`config.mk`:
```
export PLATFORM = sky130hd
export DESIGN_NAME = guess_attempt_ctrl
export DESIGN_NICKNAME = d
export VERILOG_FILES = /design/src/rtl/guess_attempt_ctrl.sv
export SDC_FILE = /design/constraint.sdc
export NUM_CORES = 1
export LEC_CHECK = 0
export CELL_PAD_IN_SITES_DETAIL_PLACEMENT = 0
export CELL_PAD_IN_SITES_GLOBAL_PLACEMENT = 1
export CORE_MARGIN = 1
export CORE_UTILIZATION = 47
export DETAILED_ROUTE_END_ITERATION = 7
export DONT_BUFFER_PORTS = 1
export PLACE_DENSITY = 0.9
export RECOVER_POWER = 50
export SLEW_MARGIN = 25
export SYNTH_ARGS = -nofsm -noshare
export SYNTH_HDL_FRONTEND = slang
export SYNTH_SLANG_ARGS = --single-unit
```
`constraint.sdc`:
```
create_clock -name clk -period 3.1 [get_ports clk]
set_clock_uncertainty 0.1 [all_clocks]
set_input_delay 0.465 -clock clk [delete_from_list [all_inputs] [get_ports clk]]
set_output_delay 0.465 -clock clk [all_outputs]
set_load 0.05 [all_outputs]
```
`src/rtl/guess_attempt_ctrl.sv`:
```
// Attempt controller between the switch/button front end and the comparator:
// latches a guess, runs one enable/result handshake, times the response and enforces lockout.
module guess_attempt_ctrl #(
    parameter int unsigned MAX_FAILS      = 5,
    parameter int unsigned LOCKOUT_CYCLES = 100_000_000,
    parameter int unsigned TIMEOUT_CYCLES = 63
) (
    input  logic        clk,
    input  logic        rst,
    input  logic        submit,
    input  logic [7:0]  guess_sw,
    input  logic        cmp_success,
    input  logic        cmp_fail,
    output logic        cmp_enable,
    output logic [7:0]  guess_value,
    output logic        busy,
    output logic        last_pass,
    output logic        last_fail,
    output logic        last_timeout,
    output logic [7:0]  last_cycles,
    output logic [7:0]  fail_streak,
    output logic [15:0] attempts,
    output logic        locked
);

    localparam int unsigned     LOCK_W      = $clog2(LOCKOUT_CYCLES + 1);
    localparam logic [7:0]      TIMEOUT_VAL = 8'(TIMEOUT_CYCLES);
    localparam logic [7:0]      MAX_FAILS_V = 8'(MAX_FAILS);
    localparam logic [LOCK_W-1:0] LOCK_LOAD = LOCK_W'(LOCKOUT_CYCLES);
    localparam logic [LOCK_W-1:0] LOCK_LAST = LOCK_W'(1);

    typedef enum logic [2:0] {
        S_IDLE,
        S_LAUNCH,
        S_WAIT,
        S_RELEASE,
        S_LOCKOUT
    } state_t;

    state_t              state;
    state_t              state_next;
    logic [7:0]          lat_cnt;
    logic                rel_phase;
    logic [LOCK_W-1:0]   lock_cnt;
    logic [15:0]         attempt_cnt;

    logic                accept;
    logic                res_pass;
    logic                res_fail;
    logic                res_timeout;
    logic                lock_done;

    // All handshake outputs decode the state register, so none depend on inputs.
    assign cmp_enable = (state == S_LAUNCH) || (state == S_WAIT);
    assign busy       = (state != S_IDLE);
    assign locked     = (state == S_LOCKOUT);
    assign attempts   = attempt_cnt;

    always_ff @(posedge clk) begin
        if (!rst) begin
            state <= S_IDLE;
        end else begin
            state <= state_next;
        end
    end

    always_comb begin
        state_next  = state;
        accept      = 1'b0;
        res_pass    = 1'b0;
        res_fail    = 1'b0;
        res_timeout = 1'b0;
        lock_done   = 1'b0;
        case (state)
            S_IDLE: begin
                if (submit) begin
                    accept     = 1'b1;
                    state_next = S_LAUNCH;
                end
            end
            S_LAUNCH: begin
                state_next = S_WAIT;
            end
            S_WAIT: begin
                // Flags below count 3 predate the comparator seeing enable.
                if (lat_cnt >= 8'd3) begin
                    if (cmp_success) begin
                        res_pass = 1'b1;
                    end else if (cmp_fail) begin
                        res_fail = 1'b1;
                    end else if (lat_cnt == TIMEOUT_VAL) begin
                        res_timeout = 1'b1;
                    end
                end
                if (res_pass || res_fail || res_timeout) begin
                    state_next = S_RELEASE;
                end
            end
            S_RELEASE: begin
                if (rel_phase) begin
                    state_next = (fail_streak >= MAX_FAILS_V) ? S_LOCKOUT : S_IDLE;
                end
            end
            S_LOCKOUT: begin
                if (lock_cnt == LOCK_LAST) begin
                    lock_done  = 1'b1;
                    state_next = S_IDLE;
                end
            end
            default: begin
                state_next = S_IDLE;
            end
        endcase
    end

    always_ff @(posedge clk) begin
        if (!rst) begin
            guess_value  <= '0;
            last_pass    <= 1'b0;
            last_fail    <= 1'b0;
            last_timeout <= 1'b0;
            last_cycles  <= '0;
            fail_streak  <= '0;
            attempt_cnt  <= '0;
            lat_cnt      <= '0;
            rel_phase    <= 1'b0;
            lock_cnt     <= '0;
        end else begin
            case (state)
                S_IDLE: begin
                    if (accept) begin
                        guess_value  <= guess_sw;
                        attempt_cnt  <= attempt_cnt + 16'd1;
                        last_pass    <= 1'b0;
                        last_fail    <= 1'b0;
                        last_timeout <= 1'b0;
                        lat_cnt      <= 8'd1;
                    end
                end
                S_LAUNCH: begin
                    lat_cnt <= lat_cnt + 8'd1;
                end
                S_WAIT: begin
                    if (res_pass) begin
                        last_pass   <= 1'b1;
                        last_cycles <= lat_cnt;
                        fail_streak <= '0;
                        rel_phase   <= 1'b0;
                    end else if (res_fail || res_timeout) begin
                        last_fail    <= 1'b1;
                        last_timeout <= res_timeout;
                        last_cycles  <= lat_cnt;
                        rel_phase    <= 1'b0;
                        if (fail_streak != 8'hFF) begin
                            fail_streak <= fail_streak + 8'd1;
                        end
                    end else begin
                        lat_cnt <= lat_cnt + 8'd1;
                    end
                end
                S_RELEASE: begin
                    rel_phase <= 1'b1;
                    if (rel_phase) begin
                        rel_phase <= 1'b0;
                        lock_cnt  <= LOCK_LOAD;
                    end
                end
                S_LOCKOUT: begin
                    if (lock_done) begin
                        fail_streak <= '0;
                        lock_cnt    <= '0;
                    end else begin
                        lock_cnt <= lock_cnt - LOCK_LAST;
                    end
                end
                default: begin
                end
            endcase
        end
    end

endmodule

```
# == After elaboration in Yosys (flattened, before gate mapping) ==
# Cells that the tools add are included.
# word_totals
register_bits,82
wordCells,109
input_bits,13
output_inout_bits,46
# classes
mux,52
order_cmp,2
n_reduce_logical,21
addsub,4
eq_ne,19
# op_table
operator,count
$mux 8,9
$mux 27,2
$pmux 27 s2,1
$mux 1,28
$eq 27x1->1 const B,1
$sub 27x1->27 const B,1
$pmux 8 s3,1
$add 16x1->16 const B,1
$add 8x1->8 const B,2
$pmux 8 s2,1
$reduce_and 4->1,4
$mux 3,5
$pmux 3 s5,1
$ne 2x2->1 const B,6
$reduce_bool 2->1,5
$eq 8x6->1 const B,1
$ge 8x2->1 const B,1
$ge 8x3->1 const B,1
$ne 2x1->1 const B,4
$ne 8x8->1 const B,1
$pmux 1 s2,4
$reduce_and 2->1,4
$eq 3x2->1 const B,2
$ne 3x2->1 const B,2
other kinds (6),10

# == Depth between registers and ports, before layout ==
# logic_depth
word_depth,11
ltp_mapped,9
ltp_nobuf,7

# == Worst setup path after synthesis ==
# No wires, ideal clock.
# synth_timing
kind,register to register
from,reg lock_cnt[0]
to,reg lock_cnt[10]
setup_time_ps,117
required_time_ps,2883
slack_ps,609
path_stages_with_launch,8
arrival_time_ps,2274
path_cell_list,dfxtp_1 ha_1 or4b_2 or4_1 o211ai_2 buf_4 o21ai_0 a22o_1
# synth_via
elab_chain_cells,5
# synth_rtl
element,line_no,rtl
"start, declared",44,logic [LOCK_W-1:0] lock_cnt;
"start signal, assigned",173,lock_cnt <= lock_cnt - LOCK_LAST;
branches (longest 3 deep; another with $sub 27x1->27),n/a,
$mux 27 (*),169,if (lock_done) begin
$pmux 27 s2 (*),129,case (state)
# Mark *: on every way between the ends.
# A chain may end at the register's enable or synchronous reset.

# == Final worst setup path ==
# layout_timing
from,reg lock_cnt[0]
to,reg lock_cnt[6]
# Same word-level chain as after synthesis.

==> flow_summary.ini <==
[yosys]
ys_seq_area_share_pct = 39.4
postSynthCellCount = 508
synth.avg_cell_area_um2 = 8.21
synthesis.nets = 528
synth_cell_type_count = 69
synth-async-reset-ratio_pct = 0
synth-main-ff-cell = dfxtp_1
synth_edf_count = 0
synth_area_um2 = 4170
ys_ff_latch = 82
yosysWarnings = 0

[final_layout]
final_cell_area_um2 = 4500
layout-drive-gt1-share_pct = 7.92
n_fill_cell = 789
regArea_um2 = 1640
n_antenna_cell = 0
multiInputGateArea_um2 = 2330
syn_to_final_growth_pct = 7.98
nets = 533

[clock_tree]
cts_root_buf = clkbuf_8
cts.clk_slew.worst_paths_ps = 90
cts_tree = done
clock_path_buffers = 2
clk_latency_ps = 350
cts.sink_count = 82
cts_resized = 0
h-tree-depth = 3
hold_buffers = 0
cts_setup_buffers = 0
numCtsBuffers = 9

[grt]
grt_max_degree = 32
grt_pass1_vias = 3488
grt_overflow = 0
gr-usage-all-layers_pct = 22.6
antenna_found_initial = 0
grt_first_pass_wirelength_um = 16200

[route]
vias = 3886
drtIter0Drc = 206
wl_um = 10100
routedWlPerCell_um = 16.2
ant_nets = 0
dr.pass1.iters = 5
drcViolationCount = 0
viasPerCell = 6.24

[critical_path]
crit_type = flip-flop to flip-flop
end_kind = flip-flop
r2r_cells = 6
rr_endpoint = lock_cnt[6]$_SDFFE_PN0P_
path_max_fanout = 11
r2r_start = lock_cnt[0]$_SDFFE_PN0P_
startpoint = lock_cnt[0]$_SDFFE_PN0P_
reg2reg_slack_ps = 280
cp-start-kind = flip-flop
cp.arrival_ps = 2970
cp_data_required_time_ps = 3250

[place]
routabilityCongestion = 0.872
detailedPlace.worstSlack_ps = 328
placed_cell_area_um2 = 4350
dpl.hpwl_um = 7100
port_buffers = 0

[sta]
finalHoldViolCount = 0
period_share_pct = 90.9
setup_viol_count_final = 0
maxSlewViolCount = 0
fmax_mhz = 355
fin_ws_ps = 281
rsz0062_at_grt = no
max_slew_margin_pct = 34.2
holdWs_ps = 138
tns_ps = 0
worst_slew_pin_slew_ps = 987
period_minus_slack_ps = 2820

[pwr]
max-vdd-ir-drop_v = 0.000287
power-per-cell-area_nw_per_um2 = 575
leakage_nw = 1.70

[floorplanning]
die_height_um = 96.2
die_width_um = 96.2
dieArea_um2 = 9250
initial_core_util_pct = 49.7
rows = 33
io_pins = 59
core_region_area_um2 = 8380

[run]
drv_cap = 0

[hold_path]
hp-start = guess_sw[0]
min_to = guess_value[0]$_SDFFE_PN0P_
min_path_type = input pin to flip-flop
holdPathStages = 2

[status]
status = finished, final reports clean
Yosys cell counts, types with 4 or more instances:
cell / instances / area [µm²]
dfxtp_1: 82 / 1640
nand2_1: 48 / 180
nor2_1: 45 / 169
a21oi_1: 33 / 165
nor3_1: 25 / 125
clkbuf_1: 23 / 86.3
nand3_1: 23 / 115
inv_1: 19 / 71.3
o21ai_0: 18 / 90.1
a31oi_1: 13 / 81.3
nor4_1: 13 / 81.3
or3_1: 13 / 81.3
mux2i_1: 10 / 100
xnor2_1: 10 / 87.6
nand4_1: 8 / 50.1
or4_1: 8 / 60.1
ha_1: 7 / 87.6
o31ai_1: 7 / 52.6
a211oi_1: 6 / 45.0
and3_1: 6 / 37.5
and2_1: 5 / 31.3
a21o_1: 4 / 30.0
a22o_1: 4 / 35.0
nand2b_1: 4 / 25.0
o211ai_1: 4 / 30.0
o21a_1: 4 / 30.0
cell families (layout without fill, tap and decap cells):
| family | count (synthesis) | count (layout) | share of synthesized area (%) |
|---|---|---|---|
| AOI/OAI and AO/OA | 131 | 131 | 21.5 |
| xor gates and xnor gates | 13 | 13 | 2.73 |
| buffers and inverters | 48 | 58 | 4.65 |
| and+or+nand+nor | 217 | 217 | 27.3 |
| DFF | 82 | 82 | 39.4 |
| muxes | 10 | 10 | 2.40 |
| adders and majority gates | 7 | 7 | 2.10 |
critical path, stage by stage (launching register included):
cell,delay [ps]
dfxtp_1,430
ha_1,170
or4b_2,620
or4_1,580
o211ai_2,430
nor2_1,140
a22o_1,260
per-layer routing:
metal / global-route usage, % / wire [µm] / vias up
met5: 0 / 0 / -
li1: - / - / 1903
met3: 6.08 / 654 / 15
met4: 9.58 / 165 / 0
met1: 28.1 / 4440 / 1845
met2: 36.5 / 4860 / 123
layout make-up:
cell class	instances	share of cell area (%)
clock buffer	9	2.75
tap	105	2.92
sequential	82	36.5
timing repair buffer	22	2.67
multi-input combinational	378	51.8
inverter	20	1.67
clock inverter	7	1.70
per-stage QoR:
stage | total power [mW] | cells | utilization [%]
CTS | 2.63 | 623 | 54.3
global route | 2.72 | 623 | 53.7
finish | 2.59 | 623 | 53.7
global placement | 1.83 | 607 | 51.9
floorplan | 1.70 | 508 | -
detailed placement | 1.83 | 607 | 51.9
state kept, by name (all words and copies together) (netlist names), 3 cells and up:
register and cells:
attempts 16, fail_streak 8, guess_value 8, last_cycles 8, lat_cnt 8, lock_cnt 27
state 3
power breakdown:
part | switching (mW) | internal (mW)
registers | 0.134 | 1.10
logic | 0.385 | 0.175
clock network | 0.413 | 0.378
cells in the final DEF (no fill, tap or decap), drive strengths merged, types with 3 or more instances in the layout:
| cell type | Yosys | layout |
|---|---|---|
| a211oi | 6 | 6 |
| a21o | 4 | 4 |
| a21oi | 33 | 33 |
| a22o | 4 | 4 |
| a31o | 3 | 3 |
| a31oi | 14 | 14 |
| a32oi | 3 | 3 |
| a41oi | 3 | 3 |
| and2 | 6 | 6 |
| and3 | 6 | 6 |
| and4 | 3 | 3 |
| buf | 5 | 10 |
| clkbuf | 23 | 21 |
| clkinv | 1 | 3 |
| dfxtp | 82 | 82 |
| ha | 7 | 7 |
| inv | 19 | 21 |
| mux2i | 10 | 10 |
| nand2 | 48 | 48 |
| nand2b | 4 | 4 |
| nand3 | 23 | 23 |
| nand4 | 8 | 8 |
| nor2 | 45 | 45 |
| nor3 | 25 | 25 |
| nor4 | 14 | 14 |
| o211ai | 5 | 5 |
| o21a | 4 | 4 |
| o21ai | 20 | 20 |
| o31ai | 7 | 7 |
| or3 | 15 | 15 |
| or4 | 10 | 10 |
| xnor2 | 10 | 10 |
| xor2 | 3 | 3 |
worst max-delay path by stage:
stage / endpoint / cells past startpoint / slack [ps]
after floorplan: lock_cnt[10]$_SDFFE_PN0P_ / 7 / 610
after global placement: lock_cnt[6]$_SDFFE_PN0P_ / 6 / 410
after detailed placement: lock_cnt[6]$_SDFFE_PN0P_ / 6 / 330
after CTS: lock_cnt[6]$_SDFFE_PN0P_ / 6 / 290
after global routing: lock_cnt[6]$_SDFFE_PN0P_ / 6 / 130
final: lock_cnt[6]$_SDFFE_PN0P_ / 6 / 280
(Power assumes the default switching activity.)
==> patch (same flow settings) <==
Put a register stage on the outputs `cmp_enable`, `busy` and `locked`, without a reset. The values now appear one clock later. The other outputs are not delayed to match.
--- a/src/rtl/guess_attempt_ctrl.sv
+++ b/src/rtl/guess_attempt_ctrl.sv
@@ -53,5 +53,7 @@
     // All handshake outputs decode the state register, so none depend on inputs.
-    assign cmp_enable = (state == S_LAUNCH) || (state == S_WAIT);
-    assign busy       = (state != S_IDLE);
-    assign locked     = (state == S_LOCKOUT);
+    always_ff @(posedge clk) begin
+        cmp_enable <= (state == S_LAUNCH) || (state == S_WAIT);
+        busy       <= (state != S_IDLE);
+        locked     <= (state == S_LOCKOUT);
+    end
     assign attempts   = attempt_cnt;
Function: changed (a bounded check fails within 4 cycles, from zero or initial values and one cycle with rst low).
==> patch against the unedited design <==
Sequential cell count up 3; critical endpoint is now lock_cnt[20]$_SDFFE_PN0P_; final area down 2.1%; largest power group unchanged; sequential share of layout area up 2.1 points; global-route usage down 0.31 points; synthesized cell count down 2.0%; wire length down 4.9%; setup slack better by 210 ps; highest routed layer unchanged; final cell count down 2.4%; total power down 3.7%; area after synthesis down 1.9%.
==> patch: results (changes against the unedited design) <==
hp-class: "input pin to flip-flop"
grt_pass1_vias: 3414  # -2.1%
ys_warn_count: 0  # unchanged
grt_usage: 0.2224  # -0.003144
cts_made_buffers: 9  # unchanged
gp_congestion: 0.8421  # -3.4%
regMostFlops: "lock_cnt"
crit_path_max_fanout: 18  # +7
synthTopCellsByCount: "dfxtp_1 (85), nand2_1 (65), a21oi_1 (41)"
clk_pin_slew_ps: 90  # about the same
yosys_most_used_dff: "dfxtp_1"
root_buffer: "clkbuf_8"
synth-async-reset-ratio: 0  # unchanged
antenna_found_initial: 0  # unchanged
p_leak_nw: 1.554  # -8.8%
drive_gt1_frac: 0.06362  # -0.01553
min_from: "cmp_fail"
portBuffers: 0  # unchanged
hpwl_um: 6737  # -5.1%
synth.yosys.seq_area_share: 0.4162  # +0.02240
netlist-cell-type-count: 59  # -14%
n_antenna_cell: 0  # unchanged
outcome: "completed"
via_count: 3729  # -4.0%
relSlewSlack: 0.4214  # +0.07960
yosys-top-cells-area: "dfxtp_1 (42%), nand2_1 (6.0%), a21oi_1 (5.0%)"
grt_pass1_wl_um: 15910  # -2.0%
clk_path_buf_depth: 2  # unchanged
wl_um: 9623  # -4.9%
nNetsFinal: 518  # -2.8%
dr.first_iter.drc_count: 164  # -20%
cts_setup_buffers: 0  # unchanged
dp.cells: 592  # -2.5%
ir_drop_uv: 303.7  # +6.0%
clock_latency_ps: 360
htreeDepth: 3  # unchanged
wl_per_cell_um: 15.83  # -2.5%
grt_start_max_net_pins: 44  # +38%
largest_register_ff_count: 27  # unchanged
cp.arrival_ps: 2720  # -250 ps
avgSynthCellArea_sq_um: 8.211  # about the same
worstSetupStartpoint: "state[2]$_SDFFE_PN0P_"
dr.pass1.iters: 4  # -1
cts_resized: 0  # unchanged
-- patch: changes by cell type after synthesis, sizes merged, moves of 5 or more --
cell and delta:
xor2 +5, nor3 -9, inv -5, clkbuf -6, nand3 +12, o21ai +5, a21oi +9, nand2 +17
nor2 -10, mux2i -6
-- patch: kinds of logic (layout without fill, tap and decap cells) --
family / count (synthesis) / after routing / share of synthesized area
compound gates: 126 / 126 / 0.1977
fa+ha+maj: 7 / 7 / 0.02142
flops: 85 / 85 / 0.4162
xor+xnor: 14 / 14 / 0.02999
simple gates: 224 / 224 / 0.2886
buf+inv: 38 / 43 / 0.03641
mux: 4 / 4 / 0.009792
-- patch: routing by layer --
| layer | global-route usage | routed length (um) | up-vias |
|---|---|---|---|
| met3 | 0.05502 | 514 | 24 |
| met1 | 0.2659 | 4255 | 1767 |
| li1 | - | - | 1828 |
| met2 | 0.3732 | 4633 | 110 |
| met4 | 0.1023 | 219 | 0 |
| met5 | 0 | 0 | - |
-- patch: report_power, final --
| part | switching [mW] | internal [mW] |
|---|---|---|
| logic | 0.200 | 0.106 |
| clock network | 0.419 | 0.462 |
| registers | 0.166 | 1.14 |
| total | 0.784 | 1.71 |
-- patch: final timing paths --
path                            slack [ps]                         to  depth (start not counted)
worst max-delay path                   490  lock_cnt[20]$_SDFFE_PN0P_                          5
worst min-delay path                    90  last_timeout$_SDFFE_PN0P_                          1
worst max register to register         490  lock_cnt[20]$_SDFFE_PN0P_                          5
worst min register to register         390  lock_cnt[25]$_SDFFE_PN0P_                          2
-- patch: metrics by stage --
stage | instance area, sq um | hold slack [ps] | utilization | worst slack (ps)
floorplan | 4089 | 350.1 | - | 891.1
CTS | 4441 | 83.76 | 0.5351 | 696.4
global route | 4407 | 72.58 | 0.5310 | 254.7
finish | 4407 | 91.73 | 0.5310 | 492.6
global placement | 4218 | 368.9 | 0.5082 | 740.0
detailed placement | 4218 | 376.7 | 0.5082 | 718.1
-- patch: final cells by class --
class | count | area, sq um
clock inverter | 6 | 95.09
sequential | 85 | 1702
inverter | 15 | 56.30
tap | 105 | 131.4
clock buffer | 10 | 127.6
fill | 795 | 3892
timing repair buffer | 12 | 67.56
multi-input combinational | 375 | 2227
-- patch: critical path, cell delays in order (launching register included) --
cell      delay, ps
dfxtp_1         540
or3b_1          620
inv_1           520
nand3_1         170
nand2_1         390
a311oi_1        110
